==> src/rtl/tdm_mux_scanner.sv <==
// Registered N-channel mux with static select and round-robin scan modes.
// Optional MUX_INV_EN adds a per-channel output inversion mask.
module tdm_mux_scanner #(
  parameter int WIDTH = 4,
  parameter int CHANNELS = 4,
  localparam int SEL_W = (CHANNELS > 1) ? $clog2(CHANNELS) : 1
) (
  input  logic                      clk,
  input  logic                      reset,
  input  logic                      en,
  input  logic                      mode,
  input  logic [SEL_W-1:0]          sel,
  input  logic [WIDTH*CHANNELS-1:0] data,
`ifdef MUX_INV_EN
  input  logic [CHANNELS-1:0]       inv_mask,
`endif
  output logic [WIDTH-1:0]          y,
  output logic                      y_valid,
  output logic [SEL_W-1:0]          ch_idx,
  output logic                      wrap,
  output logic                      err
);

  localparam logic [SEL_W-1:0] LAST = SEL_W'(CHANNELS - 1);

  logic [SEL_W-1:0] cnt;
  logic [SEL_W-1:0] cnt_nxt;
  logic             mode_q;

  logic             entry;
  logic [SEL_W-1:0] scan_idx;
  logic [SEL_W-1:0] pick_idx;
  logic             in_range;
  logic [WIDTH-1:0] picked;

  logic [WIDTH-1:0] y_nxt;
  logic             valid_nxt;
  logic [SEL_W-1:0] idx_nxt;
  logic             wrap_nxt;
  logic             err_nxt;

  // A rising mode edge restarts the scan at channel 0.
  always_comb begin
    entry    = mode & ~mode_q;
    scan_idx = entry ? '0 : cnt;
    pick_idx = mode ? scan_idx : sel;
    in_range = mode | (sel <= LAST);
  end

  always_comb begin
    picked = '0;
    for (int k = 0; k < CHANNELS; k++) begin
      if (pick_idx == SEL_W'(k)) begin
        picked = data[k*WIDTH +: WIDTH];
`ifdef MUX_INV_EN
        if (inv_mask[k]) picked = ~data[k*WIDTH +: WIDTH];
`endif
      end
    end
  end

  always_comb begin
    cnt_nxt   = cnt;
    y_nxt     = y;
    idx_nxt   = ch_idx;
    err_nxt   = err;
    valid_nxt = 1'b0;
    wrap_nxt  = 1'b0;
    if (en) begin
      idx_nxt = pick_idx;
      if (!in_range) begin
        y_nxt   = '0;
        err_nxt = 1'b1;
      end else begin
        y_nxt     = picked;
        err_nxt   = 1'b0;
        valid_nxt = 1'b1;
      end
      if (mode) begin
        if (scan_idx == LAST) begin
          cnt_nxt  = '0;
          wrap_nxt = 1'b1;
        end else begin
          cnt_nxt = scan_idx + SEL_W'(1);
        end
      end
    end
  end

  always_ff @(posedge clk) begin
    if (reset) begin
      cnt     <= '0;
      mode_q  <= 1'b0;
      y       <= '0;
      y_valid <= 1'b0;
      ch_idx  <= '0;
      wrap    <= 1'b0;
      err     <= 1'b0;
    end else begin
      cnt     <= cnt_nxt;
      mode_q  <= mode;
      y       <= y_nxt;
      y_valid <= valid_nxt;
      ch_idx  <= idx_nxt;
      wrap    <= wrap_nxt;
      err     <= err_nxt;
    end
  end

endmodule
==> config.mk <==
export PLATFORM = sky130hd
export DESIGN_NAME = tdm_mux_scanner
export DESIGN_NICKNAME = d
export VERILOG_FILES = /design/src/rtl/tdm_mux_scanner.sv
export SDC_FILE = /design/constraint.sdc
export NUM_CORES = 1
export LEC_CHECK = 0
export ABC_AREA = 1
export ABC_CLOCK_PERIOD_IN_PS = 1400
export CAP_MARGIN = 40
export CORE_MARGIN = 1
export CORE_UTILIZATION = 40
export CTS_BUF_LIST = sky130_fd_sc_hd__clkbuf_4 sky130_fd_sc_hd__clkbuf_8
export CTS_CLUSTER_DIAMETER = 200
export DETAILED_ROUTE_END_ITERATION = 10
export PLACE_DENSITY_LB_ADDON = 0.3
export SLEW_MARGIN = 20
export SYNTH_ARGS = -nofsm -noshare
export SYNTH_HDL_FRONTEND = slang
export SYNTH_SLANG_ARGS = --single-unit
==> constraint.sdc <==
create_clock -name clk -period 1.4 [get_ports clk]
set_input_delay 0.42 -clock clk [delete_from_list [all_inputs] [get_ports clk]]
set_output_delay 0.42 -clock clk [all_outputs]
set_load 0.02 [all_outputs]
# [Word level (Yosys, flattened, before mapping)]
# Cells that the tools add are included.
[word_totals] register_bits=12 inputBits=22 output_inout_bits=9 word_cells=33
[op_classes] add_sub_neg=1 magnitude_cmp=1 n_eq_ne=4 n_mux=11 bitwise=5 reduce_logical=4
[ops] op="$mux W4" count=5
[ops] op="$eq A2 B2 Y1 const B" count=3
[ops] op="$mux W2" count=3
[ops] op="$mux W1" count=3
[ops] op="$not A1 Y1" count=3
[ops] op="$reduce_or A3 Y1" count=1
[ops] op="$add A2 B1 Y2 const B" count=1
[ops] op="$eq A2 B1 Y1 const B" count=1
[ops] op="$le A2 B2 Y1 const B" count=1
[ops] op="$logic_not A2 Y1" count=1
[ops] op="$reduce_and A2 Y1" count=1
[ops] op="$reduce_or A2 Y1" count=1
[ops] op="$and A1 B1 Y1" count=1
[ops] op="$or A1 B1 Y1" count=1

# [Depth between registers and ports, before layout]
[logic_depth] depth_word=10 ltp_mapped=8

# [Worst setup path after synthesis]
# Ideal clock, no wire load.
[synth_path] path_type="input to register" from="in mode" to="reg cnt[1]" setup_ns=0.116 t_arrival_ns=1.070 required_time_ns=1.284 setup_slack_ns=0.214 stages=4 n_path_buf=0 path_cell_list="a21boi_0 -> ha_1 -> o21ai_0 -> nor2_1"
[synth_via] elab_chain_len=4 word_cells_on_any_way=6 cone_classes="add/sub: 1; eq/ne: 1; mux: 2; bitwise: 1; reduce/logical: 1"
[synth_lines] item="from (decl)" line_no="11" rtl="input logic mode,"
[synth_lines] item="$and A1 B1 Y1" line_no="44" rtl="entry = mode & ~mode_q;"
[synth_lines] item="$mux W2" line_no="45" rtl="scan_idx = entry ? '0 : cnt;"
[synth_lines] item="$add A2 B1 Y2 / $eq A2 B2 Y1 (equally long branches)" line_no="84, 80"
[synth_lines] item="$mux W2" line_no="80" rtl="if (scan_idx == LAST) begin"
[synth_lines] item="to (signal assigned)" line_no="100" rtl="cnt <= cnt_nxt;"
[synth_lines] item="to (decl)" line_no="26" rtl="logic [SEL_W-1:0] cnt;"
# Parallel ways exist; a longest one is shown, timed or not.
# A chain may end at the register's enable or synchronous reset.

# [Worst setup path in the final report]
[layout_path] from="reg y[2]" to="out y[2]"
[layout_lines] item="from (decl)" line_no="17" rtl="output logic [WIDTH-1:0] y,"
[layout_lines] item="from (signal assigned)" line_no="102" rtl="y <= y_nxt;"
# No word-level cell between the ends.

==> flow_summary.yaml <==
global_routing:
  grt_pass1_wl_um: 1970
  grt_usage_pct: 19.2
  grt_start_max_net_pins: 11
  first_global_vias: 449
  antenna_found_initial: 0
  grt-ovfl-total: 0
clocking:
  cts_max_path_buffers: 2
  cts.sinks: 11
  numCtsBuffers: 3
  clk_pin_slew_worst_paths_ns: 0.07
  ctsHoldBuffers: 0
  root_buffer: "clkbuf_4"
  htree_levels: 1
  cts_tree: "built"
  clkLatencyLatePin_ns: 0.27
synthesis:
  synth_edf_count: 0
  synth_top_area_share_pct: 36.4
  synth-async-reset-ratio_pct: 0
  yosys_warnings: 0
  syn_area_per_cell_um2: 7.21
  synthSimpleGateAreaFrac_pct: 30.4
  synth.top_cells.by_area: "dfxtp_1 36%, nand2_1 9.9%, nand3_1 8.3%"
  synth_cell_type_count: 21
  synth_fa_ha_area_share_pct: 2.07
  ys_ff_latch: 11
  synthCells: 84
  synth-xor-area-share_pct: 0
  ys_seq_area_share_pct: 36.4
  synth_top_family_by_area: "simple AND/OR/NAND/NOR gates"
  netlist_area_um2: 606
  synth.net_count: 107
  ys.flop_type: "dfxtp_1"
  synth_compound_area_share_pct: 19.8
  synth.most_common_cell: "nand2_1"
  synth_top_area_cell: "dfxtp_1"
  muxShareOfSynthArea_pct: 0
  synth_common_cells: "16 x nand2_1, 11 x dfxtp_1, 11 x inv_1"
layout:
  area_delta_synth_final_pct: 57.0
  fin_util_pct: 70.4
  fin_nets: 141
  fin_cells: 132
  drive_gt1_share_pct: 16.2
  insertedDiodeCount: 0
setup_path:
  cp.arrival_ns: 0.93
  crit_buf_inv: 1
  startpoint_type: "register"
  crit_chain: "dlygate4sd2_1"
  rr_worst_depth: 5
  endpoint_kind: "primary output"
  critPathMaxFanout: 2
  cp_slowest_cell: "dfxtp_1"
  r2r_slack_ns: 0.23
  crit_required_ns: 0.98
  critPathMaxStageDelay_ns: 0.33
  reg2reg_to: "cnt[1]"
  critPathTopFamily: "flip-flops"
  r2r_start: "mode_q"
  criticalPathCategory: "reg2out"
routing:
  via_per_inst: 4.85
  first_pass_iters: 4
  remaining_drc_errors: 0
  wire_per_inst_um: 10.5
  drt_iter0_drc: 29
  routed_wirelength_um: 1390
  ant_nets: 0
  vias: 640
sta:
  finalCritPeriodShare_pct: 96.1
  finClkSkew_ns: 0.000461
  rsz0062_at_grt: "no"
  drv_slew: 0
  fmax_mhz: 743
  whs_ns: 0.478
  fin_crit_ns: 1.35
  finalSetupTns_ns: 0
  setup_viol: 0
  hold_viol_final: 0
min_path:
  hold_end: "y[2]"
  holdPathStages: 2
  min-delay-path-class: "reg2reg"
  worstHoldStart: "y[2]"
flow_run:
  drv_cap: 0
placed_design:
  port_buffers: 29
  place_congestion: 0.746
  dp_hpwl_um: 1140
  placed_cells: 128
outcome:
  status: "finished, final reports clean"
die:
  start_util_pct: 44.9
  die_h_um: 40.9
  num_rows: 13
  die_area_um2: 1670
  die_width_um: 40.9
  ios: 31
  core_area_um2: 1350
power_and_ir_drop:
  ir_worst_vdd_mv: 0.691
  p_leak_nw: 0.459
  total_power_w: 0.000782
  powerDensity_nw_per_um2: 822
==> flip-flops by register name, summed over array words and instances, names as in the netlist <==
register  count
y_valid       1
wrap          1
y             4
ch_idx        2
cnt           2
mode_q        1
==> metrics by stage <==
stage	instance area, um^2	worst slack (ns)
after CTS	943	0.0344
after global placement	921	-0.403
final	951	0.0540
after floorplan	606	0.214
after detailed placement	921	-0.461
after global routing	951	0.00311
==> layout make-up <==
cell class | instances | area (um^2)
Fill cell | 124 | 399
Multi-Input combinational cell | 57 | 324
Timing Repair Buffer | 32 | 309
Sequential cell | 11 | 220
Inverter | 13 | 48.8
Clock buffer | 4 | 30.0
Tap cell | 15 | 18.8
==> power breakdown <==
part           switching [W]  internal (W)  total, W
clock               0.000106      0.000130  0.000235
combinational       0.000101      0.000104  0.000204
sequential        0.00000970      0.000332  0.000342
total               0.000216      0.000565  0.000782
==> metal layers <==
metal | vias up | GRT usage, % | share of wire (%)
li1 | 335 | - | -
met1 | 267 | 26.1 | 44
met2 | 34 | 26.2 | 45
met3 | 4 | 3.26 | 8.1
met4 | 0 | 15.0 | 2.2
met5 | - | 0 | 0
==> what timing repair did <==
item	CTS	global route
setup endpoints to repair	15	6
buffers inserted	0	0
gates resized for setup	11	6
==> worst max path at each step <==
stage,startpoint,endpoint,slack (ns),cells after the start
detailed placement,mode,cnt[1],-0.46,5
floorplan,mode,cnt[1],0.21,4
CTS,ch_idx[1],ch_idx[1],0.03,1
finish,y[2],y[2],0.05,1
global placement,mode,cnt[1],-0.40,5
global route,mode,y[1],0.003,9
==> cells by family after synthesis <==
kind of cell | Yosys count
AOI/OAI and AO/OA | 19
other | 1
adders and majority gates | 1
DFF | 11
buffers and inverters | 16
and+or+nand+nor | 36
==> layout by cell type, fill, tap and decap left out, types with 3 or more instances in the layout <==
cell type	netlist	routed
o21ai_1	2	3
a21oi_2	4	4
buf_4	1	3
clkdlybuf4s50_1	0	19
clkbuf_4	0	4
nand2_4	3	3
o21ai_0	8	7
nor2_1	4	4
nand3_1	10	10
inv_1	11	11
clkdlybuf4s15_1	0	4
dlygate4sd2_1	0	5
nand2_1	16	16
dfxtp_1	11	11
Note: power is estimated with default switching activity, not from simulation.
